<file path="src/rtl/pci_target_ctrl.sv">
// PCI target command/handshake controller: latches the bus command at the address
// phase and issues storage read/write enables on each completed data phase.
module pci_target_ctrl #(
   parameter logic [3:0] CMD_READ  = 4'b0110,
   parameter logic [3:0] CMD_WRITE = 4'b0111
) (
   input  logic       Clock,
   input  logic       ResetN,
   input  logic       Frame,
   input  logic       Irdy,
   input  logic       Devsel,
   input  logic [3:0] CBE,
   output logic [1:0] Rw,
   output logic       RE,
   output logic       WE
);

   localparam logic [0:0] ST_IDLE = 1'b0;
   localparam logic [0:0] ST_DATA = 1'b1;

   localparam logic [1:0] RW_NONE  = 2'b00;
   localparam logic [1:0] RW_READ  = 2'b01;
   localparam logic [1:0] RW_WRITE = 2'b10;

   logic [0:0] state_q, state_d;
   logic [1:0] rw_q, rw_d;
   logic       frame_q, frame_d;
   logic       addr_phase;
   logic       xfer;

   // frame_q resets low so a Frame already asserted at reset release is not an address phase
   assign addr_phase = frame_q & ~Frame;
   assign frame_d    = Frame;

   always_comb begin
      state_d = state_q;
      rw_d    = rw_q;
      case (state_q)
         ST_IDLE: begin
            if (addr_phase) begin
               state_d = ST_DATA;
               if (CBE == CMD_READ)
                  rw_d = RW_READ;
               else if (CBE == CMD_WRITE)
                  rw_d = RW_WRITE;
               else
                  rw_d = RW_NONE;
            end
         end
         ST_DATA: begin
            if (Frame) begin
               state_d = ST_IDLE;
               rw_d    = RW_NONE;
            end
         end
         default: begin
            state_d = ST_IDLE;
            rw_d    = RW_NONE;
         end
      endcase
   end

   always_ff @(posedge Clock or negedge ResetN) begin
      if (!ResetN) begin
         state_q <= ST_IDLE;
         rw_q    <= RW_NONE;
         frame_q <= 1'b0;
      end else begin
         state_q <= state_d;
         rw_q    <= rw_d;
         frame_q <= frame_d;
      end
   end

   // Zero-latency enables: storage consumes the transfer on the same edge
   assign xfer = (state_q == ST_DATA) & ~Devsel & ~Irdy;
   assign RE   = xfer & (rw_q == RW_READ);
   assign WE   = xfer & (rw_q == RW_WRITE);
   assign Rw   = rw_q;

endmodule

</file>
<file path="config.mk">
export PLATFORM = sky130hd
export DESIGN_NAME = pci_target_ctrl
export DESIGN_NICKNAME = d
export VERILOG_FILES = /design/src/rtl/pci_target_ctrl.sv
export SDC_FILE = /design/constraint.sdc
export NUM_CORES = 1
export LEC_CHECK = 0
export CORE_AREA = 10 10 47 49
export CTS_CLUSTER_DIAMETER = 200
export DETAILED_ROUTE_END_ITERATION = 6
export DIE_AREA = 0 0 57 59
export GPL_TIMING_DRIVEN = 0
export PLACE_DENSITY_LB_ADDON = 0.2
export REMOVE_ABC_BUFFERS = 1
export SYNTH_ARGS = -nofsm -noshare
export SYNTH_HDL_FRONTEND = slang
export SYNTH_SLANG_ARGS = --single-unit
export TNS_END_PERCENT = 20
</file>
<file path="constraint.sdc">
create_clock -name Clock -period 2.01 [get_ports Clock]
set_input_delay 0.402 -clock Clock [delete_from_list [all_inputs] [get_ports Clock]]
set_output_delay 0.402 -clock Clock [all_outputs]
set_load 0.05 [all_outputs]
</file>
# Yosys cells after proc, flatten, opt, wreduce, memory -nomap -nowiden
# Cells that the tools add are included.
# classes
eq_ne,6
mux,8
bitwise,9
reduce_logical,1
# op_table
operator,n
4-bit by 3-bit == test with 1-bit output (second input constant),2
2-bit two-way mux,4
1-bit bitwise AND,5
2-bit inequality test (second input constant),2
1-bit NOT,4
2-bit case mux with 2 select lines,1
2-bit by 1-bit == test with 1-bit output (second input constant),1
2-bit == test (second input constant),1
1-bit two-way mux,2
1-bit case mux with 2 select lines,1
2-bit AND reduction,1
# totals
inputBits,9
register_bits,4

# Depth between registers and ports, before layout
# Gate-level depths: netlist of run 1.
# depth
depth_word,5
mapped_depth,3

# Worst setup path after synthesis of run 1
# OpenSTA, ideal clock, no wires.
# synth_path
path_type,register -> output
start,"reg rw_q[1], in the netlist Rw[1]"
end,out WE
t_arrival_ns,1.875
required_ns,1.608
path_stages_with_launch,2
slack_ns,-0.267
path_cell_list,dfrtp_1 > nor3b_1
# synth_between
elab_chain_len,2
# synth_rtl
item,line,rtl
from (decl),26,"logic [1:0] rw_q, rw_d;"
from (signal assigned),70,rw_q <= rw_d;
2-bit == test,78,assign WE = xfer & (rw_q == RW_WRITE);
1-bit bitwise AND,78,
to (decl),15,output logic WE
# No other way between the ends.

# Final worst setup path of run 1
# layout_path
start,in Devsel
end,out RE
# layout_between
elab_chain_len,4
# layout_rtl
item,line,rtl
from (decl),11,"input logic Devsel,"
1-bit NOT,76,assign xfer = (state_q == ST_DATA) & ~Devsel & ~Irdy;
1-bit bitwise AND (2 in series),76,
1-bit bitwise AND,77,assign RE = xfer & (rw_q == RW_READ);
to (decl),14,"output logic RE,"
# No other way between the ends.

==> run_results.csv, run 1 <==
group,metric,value,unit
run_status,status,"completed",
clocking,clockBufferDepth,2,
clocking,cts_hold_buf,0,
synthesis,async_flop_share,100,%
route,wl_met2,137,microns
finish,syn2layout_area_growth,82.1,%
route,ant_nets,0,
route,viasPerCell,4.02,
route,wl_met3,114,microns
route,firstDrtPassIters,1,
synthesis,yosys_register_bits,4,
clocking,cts_sinks,4,
die,start_util,13.5,%
clocking,cts_setup_buffers,0,
synthesis,synthTopCellsByCount,"4 x dfrtp_1, 4 x nor2_1, 2 x nor3b_1",
die,die_area,3360,sq um
worst_setup_path,end_kind,"output port",
route,drtIter0Drc,0,
sta,tightest_slew,496,ps
min_path,worstHoldPathType,"in2async",
sta,finClkSkew,2.12,ps
synthesis,synth_compound_area_share,15.2,%
die,core_area,1400,sq um
clocking,cts-root-buf,"clkbuf_4",
grt,antenna_found_initial,0,
die,die_y,59,microns
route,wl_met1,266,microns
synthesis,synth_cell_types,10,
synthesis,synth_cells,17,
worst_setup_path,critPathLaunchType,"input pin",
clocking,clk_pin_slew_worst_paths,40,ps
worst_setup_path,path_class,"in2out",
synthesis,yosys.area.top_type_share,53.0,%
sta,min_period,1860,ps
route,routed_wl,524,microns
sta,setup-violations-final,0,
route,vias,193,
synthesis,synth_xor_area_share,0,%
clocking,cts_buffers,3,
sta,rsz0062_at_grt,"no",
grt,grt_pass1_vias,190,
power_and_ir_drop,p_per_area,639,nW/um^2
synthesis,synth-simple-area-share,24.5,%
grt,overflow,0,
worst_setup_path,cp_max_fo,2,
placed_design,gp_congestion,0.679,
synthesis,synth.area.top_cells,"dfrtp_1 53%, a2bb2o_4 11%, nor2_1 7.9%",
sta,hold_viol_final,0,
sta,max_freq,538,MHz
grt,grt_max_degree,5,
synthesis,synth_top_family_by_area,"simple AND/OR/NAND/NOR gates",
sta,final.setup.tns,0,ps
synthesis,ys_seq_area_share,53.0,%
die,die_x,57,microns
sta,layout_worst_path_cycle_share,92.6,%
placed_design,dpl.hpwl,444,microns
synthesis,ys.flop_type,"dfrtp_1",
run,cap_violations,0,
synthesis,syn-cell-area,189,sq um
sta,slew_viol_final,0,
sta,slew_headroom,66.9,%
route,drc,0,
synthesis,synth.avg_cell_area,11.1,sq um
synthesis,synthMuxAreaShare,5.30,%
clocking,cts_tree,"built",
die,rows,14,
synthesis,synth_fa_ha_area_share,0,%
synthesis,synth_largest_area_cell,"dfrtp_1",
synthesis,yosys_warnings,0,
power_and_ir_drop,ir_worst_vdd,360,uV
worst_setup_path,crit_arrival,1460,ps
power_and_ir_drop,power,0.000220,W
synthesis,synth_edf_count,0,
finish,drive_gt1_share,18.8,%
die,ioPinCount,13,
finish,antenna_cells,0,
worst_setup_path,worstPathRequired,1610,ps
placed_design,portBuffers,12,
route,top_layer,"met4",
grt,track_usage,3.47,%
clocking,h-tree-depth,1,
clocking,insertion_delay,230,ps
grt,grt_pass1_wl,828,microns
finish,nets,43,
power_and_ir_drop,p_leak,0.146,nW
route,routedWlPerCell,10.9,microns
==> stage by stage <==
stage	utilization, %	hold WS, ps	area [sq um]	instances	worst slack (ps)
after floorplan	-	106	189	17	-267
after global placement	23.5	467	329	45	-402
after detailed placement	23.5	478	329	45	-414
after CTS	25.3	372	354	48	13.1
after global routing	24.6	382	344	48	14.8
final	24.6	375	344	48	150
==> power breakdown <==
group	total, W	internal [W]	switching (W)
clock	0.0000975	0.0000667	0.0000308
sequential	0.0000877	0.0000845	0.00000320
combinational	0.0000348	0.0000211	0.0000137
total	0.000220	0.000172	0.0000477
==> state kept, by name, summed over array words and instances (netlist names) <==
name and count:
Rw 2, frame_q 1, state_q 1
==> metal layers <==
metal,vias up,GRT usage (%)
li1,92,-
met1,84,3.60
met2,15,2.95
met3,2,5.36
met4,0,2.01
met5,-,0
==> cell usage in the layout, fill, tap and decap left out <==
cell type	count
inv_1	1
mux2i_1	1
clkdlybuf4s50_1	10
clkbuf_4	4
nor2_1	4
buf_2	1
o2bb2ai_1	1
a2bb2o_4	1
nor2b_1	1
nor3b_1	2
nand2_1	1
dfrtp_1	4
nand4_1	1
==> worst paths after layout <==
check                        start      end  slack, ps  cells after the start
hold / removal              ResetN    Rw[1]        380                      1
max in group asynchronous   ResetN  frame_q       1460                      1
min in group Clock         frame_q  state_q        480                      2
setup / recovery            Devsel       RE        150                      5
hold reg to reg            frame_q  state_q        480                      2
setup reg to reg           state_q    Rw[1]       1000                      3
==> final cells by class <==
| type | instances | area (sq um) |
|---|---|---|
| fill | 154 | 1060 |
| timing repair buffer | 12 | 113 |
| sequential | 4 | 100 |
| multi-input combinational | 12 | 85.1 |
| clock buffer | 3 | 22.5 |
| tap | 16 | 20.0 |
| inverter | 1 | 3.75 |
==> critical path, stage by stage <==
cell	delay (ps)
clkdlybuf4s50_1	400
nor2_1	110
nand2_1	80
nor3b_1	200
clkbuf_4	270
==> kinds of logic after synthesis <==
family / Yosys count
flops: 4
compound gates: 2
buf+inv: 1
simple gates: 9
mux: 1
==> timing repair <==
action,CTS,global route
endpoints found under the setup margin,2,2
resized for setup,8,5
cloned,0,0
No activity file was read; power rests on OpenSTA's default activity.
==> run 2, diff against run 1 <==
- ABC_AREA: unset -> 1
==> run 2 against run 1 <==
Compared with the run above:
- sequential power rose by 2.4%
- sequential share of layout area decreased by 2.7 points
- non-clock buffer count stayed put
- worst hold slack got worse by 6.4 ps
- clock skew up 0.53 ps
- total power up 3.4%
- critical endpoint is now WE
- largest cell class unchanged
- highest routed layer is now met3
==> run_results.csv, run 2 <==
group,metric,value,unit
route,drc,0,
sta,hold_ws,369,ps
clocking,insertion_delay,230,ps
clocking,clockBufferDepth,2,
die,die_y,59,microns
finish,fin_util,27.1,%
route,routed_wl,550,microns
sta,setup-violations-final,0,
route,viasPerCell,3.70,
die,die_area,3360,sq um
sta,slew_headroom,66.1,%
synthesis,yosys_warnings,0,
clocking,cts_buffers,3,
run,cap_violations,0,
route,firstDrtPassIters,2,
grt,antenna_found_initial,0,
sta,tightest_slew,507,ps
placed_design,dpl_cell_area,354,sq um
placed_design,portBuffers,12,
placed_design,gp_congestion,0.660,
synthesis,syn-cell-area,214,sq um
route,vias,226,
route,ant_nets,0,
power_and_ir_drop,p_leak,0.179,nW
clocking,h-tree-depth,1,
grt,grt_pass1_vias,242,
synthesis,synth_edf_count,0,
die,ioPinCount,13,
grt,use_met2,4.81,%
grt,use_met1,3.46,%
synthesis,yosys.area.top_type_share,46.8,%
sta,layout_worst_path_cycle_share,93.8,%
sta,rsz0062_at_grt,"no",
worst_setup_path,worstPathRequired,1610,ps
route,routedWlPerCell,9.02,microns
grt,grt_pass1_wl,938,microns
grt,met3_usage,2.58,%
die,die_x,57,microns
synthesis,synth_cell_types,9,
finish,final_cell_mix,"10 x clkdlybuf4s50_1, 7 x nand2_1, 5 x inv_1, 5 x nand3_1",
synthesis,ys_seq_area_share,46.8,%
worst_setup_path,cp_max_fo,2,
run_status,status,"completed",
synthesis,synth_largest_area_cell,"dfrtp_1",
clocking,postCtsResizedCells,6,
synthesis,synth.avg_cell_area,7.13,sq um
worst_setup_path,path_class,"in2out",
clocking,clk_pin_slew_worst_paths,40,ps
synthesis,synthMostInstantiatedCell,"nand2_1",
clocking,cts-root-buf,"clkbuf_4",
finish,syn2layout_area_growth,77.2,%
finish,layout_commonest_cell,"clkdlybuf4s50_1",
synthesis,async_flop_share,100,%
finish,nets,56,
synthesis,ys.flop_type,"dfrtp_1",
synthesis,yosys_register_bits,4,
grt,grt-busiest-layer,"met2",
die,rows,14,
clocking,cts_tree,"built",
worst_setup_path,critPathLaunchType,"input pin",
worst_setup_path,end_kind,"output port",
clocking,cts_sinks,4,
sta,max_freq,531,MHz
grt,grt_max_degree,5,
sta,slew_viol_final,0,
min_path,worstHoldPathType,"in2async",
power_and_ir_drop,p_per_area,600,nW/um^2
clocking,cts_setup_buffers,0,
route,drtIter0Drc,2,
finish,stdcell_area,379,sq um
synthesis,synth.area.top_cells,"dfrtp_1 47%, nand2_1 12%, nand3_1 12%",
placed_design,dpl.hpwl,499,microns
synthesis,synthTopCellsByCount,"7 x nand2_1, 5 x inv_1, 5 x nand3_1, 4 x dfrtp_1, 4 x nor2_1",
finish,num-fill-cells,172,
sta,finClkSkew,2.65,ps
die,core_area,1400,sq um
finish,antenna_cells,0,
worst_setup_path,crit_arrival,1480,ps
finish,largest_reg_flops,2,
die,start_util,15.3,%
synthesis,synth_cells,30,
grt,track_usage,3.64,%
sta,min_period,1880,ps
grt,overflow,0,
power_and_ir_drop,ir_worst_vdd,215,uV
finish,multiInputGateArea,87.6,sq um
finish,seq_area,100,sq um
clocking,cts_hold_buf,0,
sta,hold_viol_final,0,
finish,drive_gt1_share,20.0,%
==> run 2: changes by cell type after synthesis, moves of 2 or more <==
cell	previous run	this run
inv_1	1	5
nand2_1	1	7
inv_2	0	2
nor3b_1	2	0
nand3_1	0	5
==> run 2: report_power, final <==
group / leakage (nW) / internal, W / total (W) / switching [W]
sequential: 0.0520 / 0.0000859 / 0.0000898 / 0.00000392
clock: 0.0138 / 0.0000664 / 0.0000946 / 0.0000282
combinational: 0.113 / 0.0000218 / 0.0000431 / 0.0000213
==> run 2: per-layer routing <==
layer / wire length (microns) / up-vias
met5: 0 / -
met4: 0 / 0
met2: 270 / 7
met1: 199 / 98
li1: - / 121
met3: 80 / 0
==> run 2: logic make-up (layout without fill, tap and decap cells) <==
kind of cell           count (synthesis)  count (layout)  share of synthesized area (%)
AOI/OAI and AO/OA                      1               1                           2.34
buffers and inverters                  7              22                           12.3
DFF                                    4               4                           46.8
and+or+nand+nor                       18              18                           38.6
==> run 2: cell type report <==
type                    instances  area share (%)
clock buffers                   3            5.94
well taps                      16            5.28
inverters                       7            6.93
flip-flops and latches          4            26.4
multi-input cells              19            23.1
repair buffers                 12            32.3
==> run 2: final timing paths <==
path / end / slack [ps] / cells after the start / startpoint
max in group asynchronous: frame_q / 1480 / 1 / ResetN
min reg2reg: Rw[1] / 540 / 2 / Rw[1]
max: WE / 130 / 5 / Devsel
min in group Clock: Rw[1] / 540 / 2 / Rw[1]
min: Rw[0] / 370 / 1 / ResetN
max reg2reg: Rw[1] / 1190 / 4 / state_q
==> run 2: worst max-delay path, cell delays in order <==
cell and delay, ps:
clkdlybuf4s50_1 420, nor2_2 100, nand2_1 70, nor3_2 100, clkdlybuf4s15_2 390
==> run 2: stage by stage <==
step	TNS, ps	power [W]	worst slack [ps]	instances
3_3_place_gp	-585	0.000135	-304	58
5_1_grt	0	0.000243	46.9	61
3_5_place_dp	-617	0.000135	-320	58
2_1_floorplan	0	0.000110	167	30
4_1_cts	0	0.000236	106	61
6_report	0	0.000228	125	61
